**config.mk**
```make
export PLATFORM = sky130hd
export DESIGN_NAME = serial_adder_ctrl_flat
export DESIGN_NICKNAME = d
export VERILOG_FILES = /design/src/rtl/serial_adder_ctrl_if.sv /design/src/rtl/fullAdder.sv /design/src/rtl/serial_adder_ctrl.sv /design/src/flat_wrapper.sv
export SDC_FILE = /design/constraint.sdc
export NUM_CORES = 1
export LEC_CHECK = 0
export CAP_MARGIN = 20
export CORE_MARGIN = 1
export CORE_UTILIZATION = 55
export CTS_BUF_LIST = sky130_fd_sc_hd__clkbuf_16
export DETAILED_ROUTE_END_ITERATION = 8
export PLACE_DENSITY_LB_ADDON = 0.3
export SKIP_CTS_REPAIR_TIMING = 1
export SYNTH_ARGS = -nofsm -noshare
export SYNTH_HDL_FRONTEND = slang
export SYNTH_SLANG_ARGS = --single-unit
```
**constraint.sdc**
```tcl
create_clock -name clk -period 2.5 [get_ports clk]
set_input_delay 0.5 -clock clk [delete_from_list [all_inputs] [get_ports clk]]
set_output_delay 0.5 -clock clk [all_outputs]
set_load 0.1 [all_outputs]
```
**src/rtl/serial_adder_ctrl_if.sv**
```systemverilog
// serial_adder_ctrl_if: request/result bundle between an add requester and
// serial_adder_ctrl.
//   start       request pulse (requester -> controller)
//   a, b, c_in  operands and carry-in, sampled on an accepted start
//   busy        serial add in progress
//   done        one-cycle completion pulse
//   sum, c_out  registered result
//   ovf         signed overflow, only when SERIAL_ADDER_OVF_EN is defined
// Modports: master = requester, slave = controller.
interface serial_adder_ctrl_if #(
  parameter int unsigned WIDTH = 8
);
  logic             start;
  logic [WIDTH-1:0] a;
  logic [WIDTH-1:0] b;
  logic             c_in;
  logic             busy;
  logic             done;
  logic [WIDTH-1:0] sum;
  logic             c_out;
`ifdef SERIAL_ADDER_OVF_EN
  logic             ovf;

  modport master (
    output start, a, b, c_in,
    input  busy, done, sum, c_out, ovf
  );
  modport slave (
    input  start, a, b, c_in,
    output busy, done, sum, c_out, ovf
  );
`else
  modport master (
    output start, a, b, c_in,
    input  busy, done, sum, c_out
  );
  modport slave (
    input  start, a, b, c_in,
    output busy, done, sum, c_out
  );
`endif
endinterface

```
**src/rtl/fullAdder.sv**
```systemverilog
// fullAdder: gate-level one-bit full adder cell.
//   a, b, c_in  addend bits and carry-in
//   sum         a ^ b ^ c_in
//   carry       majority(a, b, c_in)
module fullAdder (
  input  logic a,
  input  logic b,
  input  logic c_in,
  output logic sum,
  output logic carry
);
  logic axb;
  logic gen;
  logic prop;

  xor u_x0 (axb, a, b);
  xor u_x1 (sum, axb, c_in);
  and u_a0 (gen, a, b);
  and u_a1 (prop, axb, c_in);
  or  u_o0 (carry, gen, prop);
endmodule

```
**src/rtl/serial_adder_ctrl.sv**
```systemverilog
// serial_adder_ctrl: bit-serial adder controller. Adds two WIDTH-bit operands
// LSB first through a single fullAdder cell, one bit per clock.
//   clk   rising-edge clock
//   rst   asynchronous active-high reset
//   bus   serial_adder_ctrl_if.slave: start/a/b/c_in in, busy/done/sum/c_out
//         (and ovf) out
// Optional feature: define SERIAL_ADDER_OVF_EN to add the registered signed
// overflow output ovf.
// Timing: start accepted at edge E0 -> busy high through E_WIDTH, done pulses
// at E_WIDTH with sum/c_out valid; start held during the done cycle is
// accepted at E_WIDTH+1. start while busy is ignored.
module serial_adder_ctrl #(
  parameter int unsigned WIDTH = 8
) (
  input logic                clk,
  input logic                rst,
  serial_adder_ctrl_if.slave bus
);
  localparam int unsigned CntW = $clog2(WIDTH) + 1;
  localparam logic [CntW-1:0] CntLast = CntW'(WIDTH - 1);

  typedef enum logic [1:0] {StIdle, StRun, StDone} state_e;

  state_e state_q, state_d;

  logic [WIDTH-1:0] opa_q, opa_d;
  logic [WIDTH-1:0] opb_q, opb_d;
  logic [WIDTH-1:0] acc_q, acc_d;
  logic [WIDTH-1:0] sum_q, sum_d;
  logic [CntW-1:0]  cnt_q, cnt_d;
  logic             carry_q, carry_d;
  logic             c_out_q, c_out_d;
`ifdef SERIAL_ADDER_OVF_EN
  logic             ovf_q, ovf_d;
`endif

  logic fa_sum;
  logic fa_carry;
  logic accept;
  logic last_bit;

  fullAdder u_fa (
    .a     (opa_q[0]),
    .b     (opb_q[0]),
    .c_in  (carry_q),
    .sum   (fa_sum),
    .carry (fa_carry)
  );

  assign accept   = bus.start && (state_q != StRun);
  assign last_bit = (state_q == StRun) && (cnt_q == CntLast);

  // State register
  always_ff @(posedge clk or posedge rst) begin
    if (rst) begin
      state_q <= StIdle;
    end else begin
      state_q <= state_d;
    end
  end

  // Next-state logic
  always_comb begin
    state_d = state_q;
    unique case (state_q)
      StIdle:  if (bus.start) state_d = StRun;
      StRun:   if (last_bit)  state_d = StDone;
      StDone:  state_d = bus.start ? StRun : StIdle;
      default: state_d = StIdle;
    endcase
  end

  // Handshake outputs are pure state decodes, so busy and done are exclusive.
  always_comb begin
    bus.busy = (state_q == StRun);
    bus.done = (state_q == StDone);
  end

  // Datapath next state
  always_comb begin
    opa_d   = opa_q;
    opb_d   = opb_q;
    acc_d   = acc_q;
    cnt_d   = cnt_q;
    carry_d = carry_q;
    sum_d   = sum_q;
    c_out_d = c_out_q;
`ifdef SERIAL_ADDER_OVF_EN
    ovf_d   = ovf_q;
`endif
    if (accept) begin
      opa_d   = bus.a;
      opb_d   = bus.b;
      carry_d = bus.c_in;
      cnt_d   = '0;
      acc_d   = '0;
    end else if (state_q == StRun) begin
      acc_d   = {fa_sum, acc_q[WIDTH-1:1]};
      opa_d   = {1'b0, opa_q[WIDTH-1:1]};
      opb_d   = {1'b0, opb_q[WIDTH-1:1]};
      carry_d = fa_carry;
      cnt_d   = cnt_q + 1'b1;
      if (last_bit) begin
        sum_d   = {fa_sum, acc_q[WIDTH-1:1]};
        c_out_d = fa_carry;
`ifdef SERIAL_ADDER_OVF_EN
        // On the last bit carry_q is the carry into the MSB.
        ovf_d   = carry_q ^ fa_carry;
`endif
      end
    end
  end

  always_ff @(posedge clk or posedge rst) begin
    if (rst) begin
      opa_q   <= '0;
      opb_q   <= '0;
      acc_q   <= '0;
      cnt_q   <= '0;
      carry_q <= 1'b0;
      sum_q   <= '0;
      c_out_q <= 1'b0;
`ifdef SERIAL_ADDER_OVF_EN
      ovf_q   <= 1'b0;
`endif
    end else begin
      opa_q   <= opa_d;
      opb_q   <= opb_d;
      acc_q   <= acc_d;
      cnt_q   <= cnt_d;
      carry_q <= carry_d;
      sum_q   <= sum_d;
      c_out_q <= c_out_d;
`ifdef SERIAL_ADDER_OVF_EN
      ovf_q   <= ovf_d;
`endif
    end
  end

  assign bus.sum   = sum_q;
  assign bus.c_out = c_out_q;
`ifdef SERIAL_ADDER_OVF_EN
  assign bus.ovf   = ovf_q;
`endif
endmodule

```
**src/flat_wrapper.sv**
```systemverilog
// flat-port wrapper written by rule: the top's interface ports become plain ports
module serial_adder_ctrl_flat 
#(
  parameter int unsigned WIDTH = 8
)
  (clk, rst, bus_start, bus_a, bus_b, bus_c_in, bus_busy, bus_done, bus_sum, bus_c_out);
  serial_adder_ctrl_if #(.WIDTH(WIDTH)) bus_i ();
  input logic clk;
  input logic rst;
  input wire logic [$bits(bus_i.start)-1:0] bus_start;
  input wire logic [$bits(bus_i.a)-1:0] bus_a;
  input wire logic [$bits(bus_i.b)-1:0] bus_b;
  input wire logic [$bits(bus_i.c_in)-1:0] bus_c_in;
  output wire logic [$bits(bus_i.busy)-1:0] bus_busy;
  output wire logic [$bits(bus_i.done)-1:0] bus_done;
  output wire logic [$bits(bus_i.sum)-1:0] bus_sum;
  output wire logic [$bits(bus_i.c_out)-1:0] bus_c_out;
  assign bus_i.start = bus_start;
  assign bus_i.a = bus_a;
  assign bus_i.b = bus_b;
  assign bus_i.c_in = bus_c_in;
  assign bus_busy = bus_i.busy;
  assign bus_done = bus_i.done;
  assign bus_sum = bus_i.sum;
  assign bus_c_out = bus_i.c_out;
  serial_adder_ctrl #(.WIDTH(WIDTH)) u_core (.clk(clk), .rst(rst), .bus(bus_i));
endmodule
```
**After elaboration in Yosys (flattened, before gate mapping)**

Cells that the tools add are included.

- Bits in registers: 40
- Input port bits: 20
- Output and inout port bits: 11

- Add/sub/neg operators: 1
- Equal/unequal tests: 6
- Muxes and demuxes: 14
- Bitwise gates (word level): 6
- Reduce and logical (&&, ||, !) cells: 6

Operators by type and width:

| kind | count |
|---|---|
| 8-bit 2-to-1 mux | 6 |
| 4-bit 2-to-1 mux | 2 |
| 2-bit case mux with 3 select lines | 1 |
| 4-bit by 1-bit adder with 4-bit output (second input constant) | 1 |
| 4-bit by 3-bit equality test with 1-bit output (second input constant) | 1 |
| 2-bit 2-to-1 mux | 2 |
| 2-bit by 1-bit inequality test with 1-bit output (second input constant) | 2 |
| 1-bit 2-to-1 mux | 3 |
| 3-bit AND reduction | 1 |
| 1-bit AND | 2 |
| 2-bit by 1-bit equality test with 1-bit output (second input constant) | 1 |
| 2-bit equality test (second input constant) | 1 |
| 1-bit logical AND | 2 |
| 2-bit logical NOT | 1 |
| 2-bit inequality test (second input constant) | 1 |
| 2-bit AND reduction | 1 |
| 2-bit nonzero test | 1 |
| 1-bit bitwise XOR | 2 |
| 1-bit NOT | 1 |
| 1-bit OR | 1 |

**Logic depth before layout (Yosys ltp)**

Gate-level depths: netlist (run 1).

- Word-level depth: 5
- Mapped depth: 5

**By module**

From an unflattened synthesis (run 1), not the netlist that was laid out.

- Cells, all modules: 150
- Area total of the unflattened synthesis: 1680.4 um^2

By module, submodules not included:

| module | times used | cells each | area each (um^2) | seq. area each (um^2) |
|---|---|---|---|---|
| serial_adder_ctrl | 1 | 149 | 1660.3 | 975.9 |
| fullAdder | 1 | 1 | 20.0 | 0.0 |

**Least setup slack after synthesis (run 1)**

No wires, ideal clock.

- Path type: reg2out
- From: register u_core.state_q[0]
- To: output port bus_done
- Data arrival time: 1717 ps
- Data required time: 2000 ps
- Slack: 283 ps
- Stages on the path, launching flop included: 2
- Buffers on the path: 0
- Cells stage by stage: dfrtp_1 > nor2b_1

- Word-level cells in the longest chain between the ends: 1

Ends and longest elaborated chain:

| item | RTL line | text |
|---|---|---|
| start, declared | serial_adder_ctrl.sv:24 | `state_e state_q, state_d;` |
| start signal, assigned | serial_adder_ctrl.sv:56 | `state_q <= StIdle;` |
| start signal, assigned | serial_adder_ctrl.sv:58 | `state_q <= state_d;` |
| 2-bit equality test | serial_adder_ctrl.sv:76 | `bus.done = (state_q == StDone);` |
| end, declared | flat_wrapper.sv:15 | `output wire logic [$bits(bus_i.done)-1:0] bus_done;` |

Every way passes these cells.

**Final worst setup path (run 1)**

- From: input port bus_start
- To: register u_core.acc_q[7]

- Word-level cells in the longest chain between the ends: 2
- Elaborated cells between the ends (all ways): 3
- Those cells by class: mux (1); reduce/logical (2)

Ends and longest elaborated chain:

| item | RTL line | text |
|---|---|---|
| start, declared | flat_wrapper.sv:10 | `input wire logic [$bits(bus_i.start)-1:0] bus_start;` |
| 1-bit logical AND * | serial_adder_ctrl.sv:50 | `assign accept = bus.start && (state_q != StRun);` |
| 8-bit 2-to-1 mux / 2-bit nonzero test (equally long branches) | n/a |  |
| end signal, assigned | serial_adder_ctrl.sv:118 | `acc_q <= '0;` |
| end signal, assigned | serial_adder_ctrl.sv:129 | `acc_q <= acc_d;` |
| end, declared | serial_adder_ctrl.sv:28 | `logic [WIDTH-1:0] acc_q, acc_d;` |

Every way passes the cells marked *; elsewhere a longest branch is shown, timed or not.
A chain may end at the register's enable or synchronous reset.

==> summary.md, run 1 <==
| Metric | Value |
|---|---|
| Status | `finished, final reports clean` |
| IO Pins | `31` |
| DR iter-0 viols | `50` |
| Clock-pin slew on the worst setup and hold paths | `0.06 ns` |
| DR WL/cell | `15.5 um` |
| Final critical-path share of the clock period | `78.5%` |
| Clock root buffer | `clkbuf_16` |
| Antenna violations before repair | `0` |
| Hold violation count in the final report | `0` |
| First-pass GRT wire length | `5460 um` |
| CP endpoint kind | `flop` |
| Via count | `1187` |
| Worst Max-Slew Pin Slew | `0.632 ns` |
| CTS Buf Count | `5` |
| CP required | `2.64 ns` |
| Post-synthesis sequential area ratio | `57.7%` |
| Placed Instance Area | `0.00201 mm2` |
| Crit path kind | `in -> reg` |
| Fin area | `0.00220 mm2` |
| CP arrival | `2.10 ns` |
| Nets | `204` |
| Synth top area cells | `dfrtp_1 (58%), mux2i_1 (11%), nand2_1 (7.3%)` |
| Synth top area share | `57.7%` |
| Final ANT Viol Nets | `0` |
| Number of global-route vias before repair | `1213` |
| Relative slew slack | `57.7%` |
| Setup ws final | `0.537 ns` |
| Initial Utilization | `59.8%` |
| Die span in y | `57.4 um` |
| #FFs+latches synth | `39` |
| CTS tree | `yes` |
| Core ar. | `0.00283 mm2` |
| Setup TNS | `0 ns` |
| Slew Limit Fails | `0` |
| Mean number of vias per cell | `5.55` |
| Setup Slack @ Placement | `0.391 ns` |
| Commonest non-fill, non-tap cell in the layout | `dfrtp_1` |
| CTS Buffer Depth | `2` |
| Cells after Synth | `149` |
| Placer Congestion | `0.740` |
| Die extent in x | `57.4 um` |
| Power density over the cells | `1500 mW/mm2` |
| Post-Syn Area per Cell | `11.3 um2` |
| Critical-path maximum fanout | `11` |
| Pre-antenna DRT Iters | `4` |
| Clock skew | `0.00856 ns` |
| Standard-cell rows | `19` |
| Ys Warns | `0` |
| Hold_ws | `0.493 ns` |
| GRT Total Usage | `22.8%` |
| Tot Pwr | `3300 uW` |
| Leak Pwr | `0.00104 uW` |
| Ant diodes | `0` |
| Hold crit path type | `reg -> reg` |
| Grt ovf | `0` |
| Largest net degree at the start of global routing | `40` |
| Port Buffers | `30` |
| Min Tclk post-route | `1.96 ns` |
| H-tree depth | `2` |
| Maximum vdd drop | `1.34 mV` |
| Post-Syn Area | `0.00169 mm2` |
| Yosys top cell by area | `dfrtp_1` |
| Final WL | `3320 um` |
| Max Freq | `509 MHz` |
| RSZ-0062 raised after global routing | `no` |
| Hpwl dp | `2140 um` |
| Post-synthesis cell type count | `22` |
| Layout Area Growth over Synthesis | `30.3%` |
| Startpoint types | `input pin` |
| Clock Sinks | `39` |
| Share of cells above drive strength 1 | `20.8%` |
| Most frequent cells in the layout | `dfrtp_1 (39), nand2_1 (33), o21ai_0 (24)` |
| Clk Latency, worst-skew pair | `0.28 ns` |
| Maxcap violations | `0` |
| DRC Markers | `0` |
| Synthesized Nets | `171` |
| Fill cell count | `176` |
| Die Area | `0.00330 mm2` |
| Final setup violation count | `0` |
-- cells by family after synthesis --
logic type               count (synthesis)  share of synthesized area (%)
multiplexers                            29                           18.0
buffers and inverters                   11                           3.55
flip-flops                              39                           57.7
AO/OA/AOI/OAI                           25                           7.70
AND/OR/NAND/NOR                         43                           11.1
adder cells (fa/ha/maj)                  2                           1.92
-- synthesized netlist by cell type --
library cell,instances
buf_4,1
a211o_2,1
inv_1,1
clkbuf_2,1
mux2i_1,18
nand3_1,1
nand2_1,33
nand3b_1,1
and3_2,1
nor3b_2,1
nor2b_1,2
ha_1,1
buf_2,5
nor3b_1,1
dfrtp_1,39
fa_1,1
nor2_1,3
clkinv_1,1
mux2_2,11
buf_6,1
clkbuf_1,1
o21ai_0,24
-- final cells by class --
| class | instances | area, um2 | share of cell area (%) |
|---|---|---|---|
| repair buffers | 35 | 335 | 15.2 |
| clock buffers | 5 | 125 | 5.68 |
| clock inverters | 3 | 63.8 | 2.90 |
| multi-input cells | 99 | 657 | 29.8 |
| well taps | 31 | 38.8 | 1.76 |
| inverters | 2 | 7.51 | 0.341 |
| flip-flops and latches | 39 | 976 | 44.3 |
-- critical path, cell delays in order --
cell             delay (ns)
clkdlybuf4s50_1        0.87
clkinv_1               0.43
nand2_1                0.19
o21ai_0                0.11
-- flip-flops by register name (all words and copies together), names as in the netlist --
name,flops
u_core.acc_q,7
u_core.bus.c_out,1
u_core.carry_q,1
u_core.cnt_q,4
u_core.opa_q,8
u_core.opb_q,8
u_core.bus.sum,8
u_core.state_q,2
-- report_power, final --
group | switching [uW] | internal (uW) | leakage [uW]
Combinational | 986 | 424 | 0.000449
Sequential | 184 | 902 | 0.000495
Clock | 237 | 568 | 0.0000952
Total | 1410 | 1890 | 0.00104
-- per-layer routing --
metal / wire length [um] / up-vias / GRT usage, %
met1: 1400 / 581 / 26.4
met5: 0 / - / 0
li1: - / 567 / -
met3: 128 / 8 / 8.16
met2: 1710 / 31 / 37.5
met4: 78 / 0 / 11.1
-- path summary, 6_finish.rpt --
path,startpoint,end,slack [ns],cells past startpoint
max in group asynchronous,rst,u_core.opa_q[5]$_DFFE_PP0P_,1.52,3
worst min register to register,u_core.opa_q[7]$_DFFE_PP0P_,u_core.opa_q[6]$_DFFE_PP0P_,0.49,2
min in group asynchronous,rst,u_core.bus.sum[0]$_DFFE_PP0P_,0.64,3
worst max-delay path,bus_start,u_core.acc_q[7]$_DFFE_PP0P_,0.54,4
worst max register to register,u_core.state_q[1]$_DFFE_PP0P_,u_core.cnt_q[3]$_DFFE_PP0P_,0.88,4
worst min-delay path,u_core.opa_q[7]$_DFFE_PP0P_,u_core.opa_q[6]$_DFFE_PP0P_,0.49,2
-- per-stage QoR --
stage | instances | utilization [%]
2_1_floorplan | 149 | -
3_3_place_gp | 206 | 71.2
3_5_place_dp | 206 | 71.2
4_1_cts | 214 | 77.9
5_1_grt | 214 | 77.9
6_report | 214 | 77.9
Power figures use the tool's default switching activity.
==> run 2, diff against run 1 <==
--- a/config.mk
+++ b/config.mk
@@ -7,7 +7,7 @@
 export LEC_CHECK = 0
 export CAP_MARGIN = 20
 export CORE_MARGIN = 1
-export CORE_UTILIZATION = 55
+export CORE_UTILIZATION = 51
 export CTS_BUF_LIST = sky130_fd_sc_hd__clkbuf_16
 export DETAILED_ROUTE_END_ITERATION = 8
 export PLACE_DENSITY_LB_ADDON = 0.3
==> constraint.sdc (replaced) <==
create_clock -name clk -period 1.89 [get_ports clk]
set_input_delay 0.378 -clock clk [delete_from_list [all_inputs] [get_ports clk]]
set_output_delay 0.378 -clock clk [all_outputs]
set_load 0.1 [all_outputs]
==> run 2 against run 1 <==
Non-clock buffer count grew 2. Clock skew fell by 0.0051 ns. Critical path depth decreased by 2. Largest cell class unchanged. Clock-buffer cell count did not move. Critical path type is now reg -> out. Global-route usage shrank 1.5 points. Combinational power increased by 34%. Routed wire length shrank 6.4%. Largest power group unchanged. Cell count rose by 7.0%.
==> summary.md, run 2 (synthesized netlist as in run 1, its figures left out) <==
| Metric | Value |
|---|---|
| Status | `finished, final reports clean` |
| H-tree depth | `2` |
| Commonest non-fill, non-tap cell in the layout | `dfrtp_1` |
| Clock root buffer | `clkbuf_16` |
| RSZ-0062 raised after global routing | `no` |
| CP arrival | `1.29 ns` |
| Max Freq | `601 MHz` |
| Layout Area Growth over Synthesis | `30.3%` |
| Standard-cell rows | `20` |
| Critical-path maximum fanout | `14` |
| Hpwl dp | `2150 um` |
| Setup ws final | `0.227 ns` |
| Nets | `206` |
| Min Tclk post-route | `1.66 ns` |
| DR WL/cell | `13.6 um` |
| Worst Max-Slew Pin Slew | `0.474 ns` |
| Placer Congestion | `0.716` |
| DR iter-0 viols | `26` |
| Setup TNS | `0 ns` |
| Clk Latency, worst-skew pair | `0.28 ns` |
| CP endpoint kind | `output port` |
| Utilization after layout | `71.0%` |
| Core ar. | `0.00310 mm2` |
| Clock skew | `0.00348 ns` |
| Hold violation count in the final report | `0` |
| IO Pins | `31` |
| Maximum vdd drop | `1.22 mV` |
| Hold crit path type | `reg -> reg` |
| Final setup violation count | `0` |
| Relative slew slack | `68.4%` |
| Crit path kind | `reg -> out` |
| First-pass GRT wire length | `5290 um` |
| CTS Buf Count | `5` |
| Clock Sinks | `39` |
| Mean number of vias per cell | `5.07` |
| Final WL | `3110 um` |
| Final critical-path share of the clock period | `88.0%` |
| Antenna violations before repair | `0` |
| Final ANT Viol Nets | `0` |
| Fill cell count | `237` |
| Setup Slack @ Placement | `0.265 ns` |
| CP required | `1.51 ns` |
| Die span in y | `59.6 um` |
| CTS Buffer Depth | `2` |
| Die extent in x | `59.6 um` |
| Die Area | `0.00355 mm2` |
| Grt ovf | `0` |
| Leak Pwr | `0.00103 uW` |
| DRC Markers | `0` |
| Most frequent cells in the layout | `dfrtp_1 (39), nand2_1 (33), o21ai_0 (24)` |
| Share of cells above drive strength 1 | `21.1%` |
| Initial Utilization | `54.5%` |
| Slew Limit Fails | `0` |
| CTS tree | `yes` |
| Pre-antenna DRT Iters | `4` |
| Startpoint types | `flop` |
| GRT Total Usage | `21.3%` |
| R2r setup slk | `0.29 ns` |
| Ant diodes | `0` |
| Power density over the cells | `1860 mW/mm2` |
| Via count | `1162` |
| Port Buffers | `30` |
| Clock-pin slew on the worst setup and hold paths | `0.05 ns` |
| Largest net degree at the start of global routing | `40` |
| Maxcap violations | `0` |
| Number of global-route vias before repair | `1162` |
run 2: cell types whose count changed in the layout (fill, tap and decap cells not counted):
cell	before	now
bufinv_16	2	0
nor2b_1	1	0
nor2b_4	0	1
buf_4	14	15
clkinv_1	1	3
buf_12	2	3
run 2: area by class of cell:
type	count	area, um2	area share [%]
clock buffer	5	125	5.68
clock inverter	3	11.3	0.511
inverter	2	7.51	0.341
multi-input combinational	99	664	30.2
sequential	39	976	44.3
tap	44	55.1	2.50
timing repair buffer	37	363	16.5
run 2: report_power, final:
group	total (uW)	leakage [uW]	internal [uW]	switching (uW)
Clock	777	0.0000701	474	303
Combinational	1890	0.000467	602	1290
Sequential	1430	0.000495	1190	234
Total	4100	0.00103	2270	1830
run 2: stage by stage:
| step | instances | instance area [um2] | hold slack, ns | power [uW] |
|---|---|---|---|---|
| floorplan | 149 | 1690 | 0.449 | 2830 |
| global placement | 221 | 2070 | 0.458 | 3250 |
| detailed placement | 221 | 2070 | 0.473 | 3330 |
| CTS | 229 | 2200 | 0.484 | 4110 |
| global route | 229 | 2200 | 0.512 | 4320 |
| finish | 229 | 2200 | 0.482 | 4100 |
run 2: critical path: stages, from the launching register on:
cell	delay (ns)
dfrtp_1	0.39
nor2b_4	0.39
buf_12	0.23
run 2: routing by layer:
metal / track usage, % / up-vias / part of all wire (%)
met4: 11.6 / 0 / 1.7
met3: 7.64 / 4 / 5.0
li1: - / 572 / -
met1: 25.9 / 555 / 43
met2: 33.2 / 31 / 50
met5: 0 / - / 0
run 2: final timing paths:
| check | end | from | cells after the start |
|---|---|---|---|
| max | bus_busy | u_core.state_q[0]$_DFFE_PP0P_ | 2 |
| min | u_core.opa_q[6]$_DFFE_PP0P_ | u_core.opa_q[7]$_DFFE_PP0P_ | 2 |
| max reg2reg | u_core.bus.sum[3]$_DFFE_PP0P_ | u_core.cnt_q[0]$_DFFE_PP0P_ | 5 |
| min reg2reg | u_core.opa_q[6]$_DFFE_PP0P_ | u_core.opa_q[7]$_DFFE_PP0P_ | 2 |
| max in group asynchronous | u_core.cnt_q[0]$_DFFE_PP0P_ | rst | 3 |
| min in group asynchronous | u_core.bus.sum[2]$_DFFE_PP0P_ | rst | 3 |
